--- config.mk ---
export PLATFORM = sky130hd
export DESIGN_NAME = frame_uart_tx
export DESIGN_NICKNAME = d
export VERILOG_FILES = /design/src/rtl/uart_defs_pkg.sv /design/src/rtl/frame_uart_tx_byte_fifo.sv /design/src/rtl/frame_uart_tx.sv
export SDC_FILE = /design/constraint.sdc
export NUM_CORES = 1
export LEC_CHECK = 0
export ABC_AREA = 1
export BUFFER_PORTS_ARGS = -buffer_cell sky130_fd_sc_hd__buf_4
export CAP_MARGIN = 20
export CORE_MARGIN = 10
export CORE_UTILIZATION = 25
export DETAILED_ROUTE_END_ITERATION = 10
export MAX_ROUTING_LAYER = met4
export PLACE_DENSITY = 0.43
export SLEW_MARGIN = 30
export SYNTH_ARGS = -nofsm -noshare
export SYNTH_HDL_FRONTEND = slang
export SYNTH_SLANG_ARGS = --single-unit
--- constraint.sdc ---
create_clock -name clk -period 7.6 [get_ports clk]
set_input_delay 1.52 -clock clk [delete_from_list [all_inputs] [get_ports clk]]
set_output_delay 1.52 -clock clk [all_outputs]
set_load 0.01 [all_outputs]
--- src/rtl/uart_defs_pkg.sv ---
// Shared definitions for the frame UART transmitter: FSM encoding and line-format constants.
package uart_defs_pkg;

  typedef enum logic [1:0] {
    S_IDLE  = 2'd0,
    S_START = 2'd1,
    S_DATA  = 2'd2,
    S_STOP  = 2'd3
  } tx_state_e;

  localparam int UART_DATA_BITS  = 8;
  localparam int CLK_DIV_DEFAULT = 434;

endpackage

--- src/rtl/frame_uart_tx_byte_fifo.sv ---
// Byte FIFO with occupancy count; a write into a full FIFO is accepted only alongside a pop.
module byte_fifo #(
  parameter int AW = 4
) (
  input  logic          clk,
  input  logic          rst,
  input  logic          wr_en,
  input  logic [7:0]    wr_data,
  input  logic          pop,
  output logic [7:0]    rd_data,
  output logic          empty,
  output logic [AW:0]   cnt,
  output logic          drop
);

  localparam int DEPTH = 2 ** AW;
  localparam logic [AW:0] DEPTH_CNT = (AW + 1)'(DEPTH);

  logic [7:0]    mem_q [DEPTH];
  logic [7:0]    mem_d [DEPTH];
  logic [AW-1:0] wr_ptr_q, wr_ptr_d;
  logic [AW-1:0] rd_ptr_q, rd_ptr_d;
  logic [AW:0]   cnt_q, cnt_d;
  logic          accept;

  assign empty   = (cnt_q == '0);
  assign cnt     = cnt_q;
  assign rd_data = mem_q[rd_ptr_q];
  // When full, the pop frees the head slot, which is exactly where wr_ptr points.
  assign accept  = wr_en & ((cnt_q != DEPTH_CNT) | pop);
  assign drop    = wr_en & ~accept;

  always_comb begin
    mem_d    = mem_q;
    wr_ptr_d = wr_ptr_q;
    rd_ptr_d = rd_ptr_q;
    cnt_d    = cnt_q;
    if (accept) begin
      mem_d[wr_ptr_q] = wr_data;
      wr_ptr_d        = wr_ptr_q + 1'b1;
    end
    if (pop) begin
      rd_ptr_d = rd_ptr_q + 1'b1;
    end
    case ({accept, pop})
      2'b10:   cnt_d = cnt_q + 1'b1;
      2'b01:   cnt_d = cnt_q - 1'b1;
      default: cnt_d = cnt_q;
    endcase
  end

  always_ff @(posedge clk or posedge rst) begin
    if (rst) begin
      for (int i = 0; i < DEPTH; i++) mem_q[i] <= '0;
      wr_ptr_q <= '0;
      rd_ptr_q <= '0;
      cnt_q    <= '0;
    end else begin
      mem_q    <= mem_d;
      wr_ptr_q <= wr_ptr_d;
      rd_ptr_q <= rd_ptr_d;
      cnt_q    <= cnt_d;
    end
  end

endmodule

--- src/rtl/frame_uart_tx.sv ---
// Buffers frame-output bytes and serialises them as UART 8N1, LSB first, with overflow flag.
// state | meaning: IDLE line idle | START start bit | DATA data bits | STOP stop bit
module frame_uart_tx
  import uart_defs_pkg::*;
#(
  parameter int CLK_DIV = CLK_DIV_DEFAULT,
  parameter int FIFO_AW = 4
) (
  input  logic             clk,
  input  logic             rst,
  input  logic [7:0]       din,
  input  logic             den,
  input  logic             ovf_clr,
  output logic             txd,
  output logic             busy,
  output logic             ovf,
  output logic [FIFO_AW:0] fifo_cnt
);

  localparam logic [15:0] BAUD_TC  = 16'(CLK_DIV - 1);
  localparam logic [2:0]  LAST_BIT = 3'(UART_DATA_BITS - 1);

  tx_state_e   state_q, state_d;
  logic [15:0] baud_q, baud_d;
  logic [2:0]  bit_q, bit_d;
  logic [7:0]  sr_q, sr_d;
  logic        txd_q, txd_d;
  logic        ovf_q, ovf_d;

  logic        pop;
  logic        baud_tc;
  logic        fifo_empty;
  logic        fifo_drop;
  logic [7:0]  fifo_head;

  byte_fifo #(.AW(FIFO_AW)) u_fifo (
    .clk     (clk),
    .rst     (rst),
    .wr_en   (den),
    .wr_data (din),
    .pop     (pop),
    .rd_data (fifo_head),
    .empty   (fifo_empty),
    .cnt     (fifo_cnt),
    .drop    (fifo_drop)
  );

  always_comb begin
    state_d = state_q;
    baud_d  = baud_q;
    bit_d   = bit_q;
    sr_d    = sr_q;
    txd_d   = txd_q;
    pop     = 1'b0;
    baud_tc = (baud_q == BAUD_TC);
    case (state_q)
      S_IDLE: begin
        txd_d = 1'b1;
        if (!fifo_empty) begin
          pop     = 1'b1;
          sr_d    = fifo_head;
          txd_d   = 1'b0;
          baud_d  = '0;
          state_d = S_START;
        end
      end
      S_START: begin
        if (baud_tc) begin
          baud_d  = '0;
          bit_d   = '0;
          txd_d   = sr_q[0];
          state_d = S_DATA;
        end else begin
          baud_d = baud_q + 16'd1;
        end
      end
      S_DATA: begin
        if (baud_tc) begin
          baud_d = '0;
          if (bit_q == LAST_BIT) begin
            txd_d   = 1'b1;
            state_d = S_STOP;
          end else begin
            sr_d  = {1'b0, sr_q[7:1]};
            txd_d = sr_q[1];
            bit_d = bit_q + 3'd1;
          end
        end else begin
          baud_d = baud_q + 16'd1;
        end
      end
      S_STOP: begin
        if (baud_tc) begin
          baud_d = '0;
          // Chain straight into the next start bit so queued frames leave no idle gap.
          if (!fifo_empty) begin
            pop     = 1'b1;
            sr_d    = fifo_head;
            txd_d   = 1'b0;
            state_d = S_START;
          end else begin
            txd_d   = 1'b1;
            state_d = S_IDLE;
          end
        end else begin
          baud_d = baud_q + 16'd1;
        end
      end
      default: begin
        txd_d   = 1'b1;
        state_d = S_IDLE;
      end
    endcase
  end

  always_comb begin
    ovf_d = ovf_q;
    if (fifo_drop) begin
      ovf_d = 1'b1;
    end else if (ovf_clr) begin
      ovf_d = 1'b0;
    end
  end

  always_ff @(posedge clk or posedge rst) begin
    if (rst) begin
      state_q <= S_IDLE;
      baud_q  <= '0;
      bit_q   <= '0;
      sr_q    <= '0;
      txd_q   <= 1'b1;
      ovf_q   <= 1'b0;
    end else begin
      state_q <= state_d;
      baud_q  <= baud_d;
      bit_q   <= bit_d;
      sr_q    <= sr_d;
      txd_q   <= txd_d;
      ovf_q   <= ovf_d;
    end
  end

  assign txd  = txd_q;
  assign ovf  = ovf_q;
  assign busy = (state_q != S_IDLE) | (fifo_cnt != '0);

endmodule

Word-level counts from Yosys, hierarchy flattened
Cells that the tools add are included.
W data, S select, Z words.
Cells by class
  $add $sub $neg: 6
  multiply operators: 0
  div/mod/pow operators: 0
  order comparisons: 3
  equal/unequal tests: 14
  shift operators: 0
  multiplexer cells: 37
  bitwise operators: 7
  reduce and logical (&&, ||, !) cells: 14
Operator list (count)
  $bwmux W128: 1
  $mux W8: 7
  $bmux W8 S4: 1
  $demux W8 S4: 1
  $mux W16: 2
  $pmux W16 S2: 1
  $pmux W8 S3: 1
  $add A16 B1 Y16 const B: 1
  $eq A16 B9 Y1 const B: 1
  $ne A2 B2 Y1 const B: 6
  $ge A5 B5 Y1 const B: 2
  $mux W1: 10
  $mux W2: 5
  $not A4 Y5: 2
  $pmux W5 S2: 1
  $mux W3: 3
  $add A4 B1 Y4 const B: 2
  $pmux W2 S4: 1
  $reduce_and A4 Y1: 2
  $reduce_bool A2 Y1: 4
  $eq A2 B2 Y1 const B: 3
  $pmux W3 S2: 1
  $add A5 B1 Y5 const B: 1
  $logic_not A5 Y1: 1
  18 further kinds: 21
Storage, ports and cells
  flip-flop bits (word level): 172
  latch bits: 0
  memory bits (writable): 0
  ROM bits: 0
  bits of input ports: 12
  logic and storage cells: 106
  memories kept: 0

Logic depth before layout (Yosys ltp)
  depth after elaboration: 9
  mapped depth: 19

Cells and area by module
From an unflattened synthesis, not the netlist that was laid out.
Unflattened totals
  cells, all modules: 1393
  area, all modules: 10243.6 um2
Modules (own cells, without submodules)
  byte_fifo: instances 1, cells each 1086, area each 8077.7 um2, sequential area each 3528.4 um2
  frame_uart_tx: instances 1, cells each 307, area each 2165.8 um2, sequential area each 777.0 um2

Worst setup path before layout
Ideal clock, no wire load.
  kind: input to register
  from: input den
  to: register u_fifo.cnt_q[4] (netlist: u_fifo.cnt[4])
  data arrival time: 3.030 ns
  required time: 7.469 ns
  slack: 4.439 ns
  stages: 9
  buffers on the path: 1
  path through: clkbuf_1 nand2_2 ha_1 ha_1 a21oi_1 o21bai_1 a21oi_1 o21ai_0 xor2_1
Between the ends
  longest elaborated chain between the ends: 3
  elaborated cells on any way between the ends: 5
RTL lines
  from (decl): line frame_uart_tx.sv:12  | input logic den,
  $and A1 B1 Y1 (*): line frame_uart_tx_byte_fifo.sv:30  | assign accept = wr_en & ((cnt_q != DEPTH_CNT) | pop);
  $eq A2 B1 Y1 / $eq A2 B2 Y1 (equally long branches): line frame_uart_tx_byte_fifo.sv:45  | case ({accept, pop})
  $pmux W5 S2 / $reduce_bool A2 Y1 (equally long branches)
  to (signal assigned): line frame_uart_tx_byte_fifo.sv:62  | cnt_q <= cnt_d;
  to (decl): line frame_uart_tx_byte_fifo.sv:23  | logic [AW:0] cnt_q, cnt_d;
Every way passes the cells marked *; elsewhere a longest branch is shown, timed or not.
A chain may end at the register's enable or synchronous reset.

Worst setup path after layout
  from: register state_q[0]
  to: output busy
Between the ends
  longest elaborated chain between the ends: 2
RTL lines
  from (decl): line frame_uart_tx.sv:23  | tx_state_e state_q, state_d;
  from (signal assigned): line frame_uart_tx.sv:134  | state_q <= state_d;
  $reduce_bool A2 Y1: line frame_uart_tx.sv:145  | assign busy = (state_q != S_IDLE) | (fifo_cnt != '0);
  $or A1 B1 Y1: line frame_uart_tx.sv:145
  to (decl): line frame_uart_tx.sv:15  | output logic busy,
Every way passes these cells.

==> results.py <==
metrics = {
    "worst_setup_path": {
        "cp_num_cells": 6,
        "worst-path-buf-inv": 4,
        "worstSetupPathType": "register to primary output",
        "critPathTopFamily": "buffers and inverters",
        "cp-start-kind": "register",
        "timing.rr.end": "sr_q[1]",
        "r2r_cells": 9,
        "cp-startpoint": "state_q[0]",
        "cpMostUsedCell": "inv_1",
        "arrival_ps": 2460,
        "crit_end": "busy",
        "critical_path.max_stage_delay_ps": 430,
        "crit_chain": "inv_1, ha_1, inv_1, nor2_1, inv_1, buf_4",
        "worstPathRequired_ps": 6080,
        "r2r-start": "u_fifo.rd_ptr_q[0]",
        "slowest_stage": "dfrtp_1",
        "crit_path_max_fanout": 14,
        "r2r_slack_ps": 4450,
        "worst_setup_path_end_kind": "primary output",
    },
    "cells_and_area": {
        "nets": 1195,
        "final_area_um2": 10400,
        "nFillCells": 4038,
        "layout-drive-gt1-share_pct": 7.39,
        "antennaDiodeCount": 0,
        "area_growth_pct": 10.7,
        "final_common_cell": "nand2_1",
        "layout_common_cells": "nand2_1, dfrtp_1, nor2_1",
    },
    "sta": {
        "tightest_slew_ps": 874,
        "rsz0062_at_grt": "no",
        "finalMaxSlewViolations": 0,
        "period_share_pct": 52.3,
        "timing.setup.tns_ps": 0,
        "period_needed_ps": 3980,
        "setup-violations-final": 0,
        "timing.fmax_mhz": 251,
        "hold_viol": 0,
        "maxSlewHeadroom_pct": 41.7,
        "finClkSkew_ps": 18.0,
    },
    "synth": {
        "synth_top_family_by_area": "simple AND/OR/NAND/NOR gates",
        "ys_types": 35,
        "yosys_warnings": 0,
        "yosys.area_share.simple_pct": 35.5,
        "syn_inst": 1190,
        "ys_seq_elements": 172,
        "ys_async_sr_fraction_pct": 100,
        "yosysSeqAreaShare_pct": 45.9,
        "avgSynthCellArea_um2": 7.88,
        "synth_fa_ha_area_share_pct": 2.62,
        "synth_edf_count": 0,
        "syn-num-nets": 1221,
        "synth.area.mux_share_pct": 0,
        "synth_area_um2": 9380,
        "synth_compound_area_share_pct": 8.03,
        "synth_xor_area_share_pct": 0.934,
        "synth_ff_type": "dfrtp_1",
    },
    "clock_network": {
        "root_buffer": "clkbuf_16",
        "clock_latency_ps": 460,
        "postCtsSetupBuffers": 0,
        "cts.sinks": 172,
        "path_clk_slew_ps": 70,
        "cts-resized-gates": 0,
        "cts_tree": "yes",
        "hold_buffers": 0,
        "htree_levels": 4,
        "numCtsBuffers": 17,
        "cts.path.max_buffers": 2,
    },
    "place": {
        "place_congestion": 0.841,
        "portBuffers": 19,
        "placed_area_um2": 9760,
        "dp_hpwl_um": 18600,
    },
    "global_route": {
        "grt_max_degree": 76,
        "first_global_vias": 8094,
        "grt_first_pass_wirelength_um": 48100,
        "antenna_found_initial": 0,
        "grt_usage_pct": 14.1,
        "grt-ovfl-total": 0,
    },
    "routing": {
        "drt_iter0_markers": 742,
        "wl_per_cell_um": 18.3,
        "num_vias": 8157,
        "ant_nets": 0,
        "routed_via_density": 4.96,
        "drc": 0,
        "drtPass1Iterations": 5,
        "postRouteWirelength_um": 30100,
    },
    "floorplan": {
        "initial_core_util_pct": 25.5,
        "die_area_um2": 45700,
        "boundaryPins": 20,
        "coreArea_um2": 36800,
        "dieWidth_um": 214,
        "rows": 70,
        "die-height_um": 214,
    },
    "run": {
        "maxCapViolCount": 0,
    },
    "status": {
        "status": "complete, no violations",
    },
    "power_and_ir_drop": {
        "irDropWorstVdd_mv": 0.172,
        "p_per_area_nw_per_um2": 306,
        "leakagePower_nw": 5.02,
    },
    "worst_hold_path": {
        "hold_depth": 2,
        "hp-class": "register to register",
    },
}
## power by group
part | switching [mW] | internal, mW
clock network | 0.433 | 0.440
logic | 0.619 | 0.294
registers | 0.175 | 1.22
## flip-flops by register name (all words and copies together) (netlist names)
| register | count |
|---|---|
| u_fifo.mem_q | 128 |
| baud_q | 16 |
| sr_q | 8 |
| u_fifo.cnt | 5 |
| u_fifo.rd_ptr_q | 4 |
| u_fifo.wr_ptr_q | 4 |
| bit_q | 3 |
| state_q | 2 |
| ovf | 1 |
| txd | 1 |
## logic make-up (layout without fill, tap and decap cells)
family	count (synthesis)	count (layout)
simple gates	713	713
buf+inv	138	125
xor+xnor	10	10
fa+ha+maj	19	19
compound gates	138	138
flops	172	172
## worst register-to-register path, stage by stage, from the launching register on
cell and delay (ps):
dfrtp_2 340, buf_4 650, inv_1 650, buf_4 450
o21ai_0 370, o211ai_1 170, nand3_1 170, nand3_1 110
nand2_1 80, nand2_1 40
## stage by stage
stage	power [mW]	utilization, %	worst slack, ps	instances	hold slack, ps
after floorplan	2.08	-	1420	1190	437
after global placement	2.31	26.5	4210	1611	448
after detailed placement	2.33	26.5	4150	1611	453
after CTS	3.21	28.1	3620	1643	471
after global routing	3.43	28.2	3370	1645	483
final	3.18	28.2	3620	1645	465
## per-layer routing
layer  track usage [%]  part of all wire, %  vias up
met5                 -                    0        -
met4              3.81                  1.6        0
met3              2.44                  3.9       34
met2              21.9                   48      168
met1              18.5                   47     4000
li1                  -                    -     3955
## cells in the mapped netlist, drive strengths merged (2+ instances only)
master,instances,area (µm²)
a21oi,20,100
buf,32,261
clkbuf,44,165
clkinv,3,11.3
dfrtp,171,4280
ha,18,225
inv,59,221
nand2,351,1320
nand3,74,563
nand4,135,845
nor2,145,552
nor3,5,25.0
o211ai,17,128
o21ai,90,450
o21bai,2,15.0
o22ai,6,37.5
o31ai,2,15.0
xnor2,3,26.3
xor2,7,61.3
## cell type report
class / instances / area (µm²) / share of cell area, %
Clock buffer: 18 / 439 / 4.23
Clock inverter: 14 / 124 / 1.19
Inverter: 62 / 238 / 2.29
Multi-Input combinational cell: 880 / 4410 / 42.5
Sequential cell: 172 / 4310 / 41.5
Tap cell: 468 / 586 / 5.64
Timing Repair Buffer: 31 / 277 / 2.66
## worst min-delay path by stage
stage                 startpoint                 to
2_1_floorplan  u_fifo.mem_q[103]  u_fifo.mem_q[103]
3_3_place_gp    u_fifo.mem_q[70]   u_fifo.mem_q[70]
3_5_place_dp    u_fifo.mem_q[61]   u_fifo.mem_q[61]
4_1_cts        u_fifo.mem_q[110]  u_fifo.mem_q[110]
5_1_grt        u_fifo.mem_q[110]  u_fifo.mem_q[110]
6_report       u_fifo.mem_q[121]  u_fifo.mem_q[121]
(Power assumes the default switching activity.)
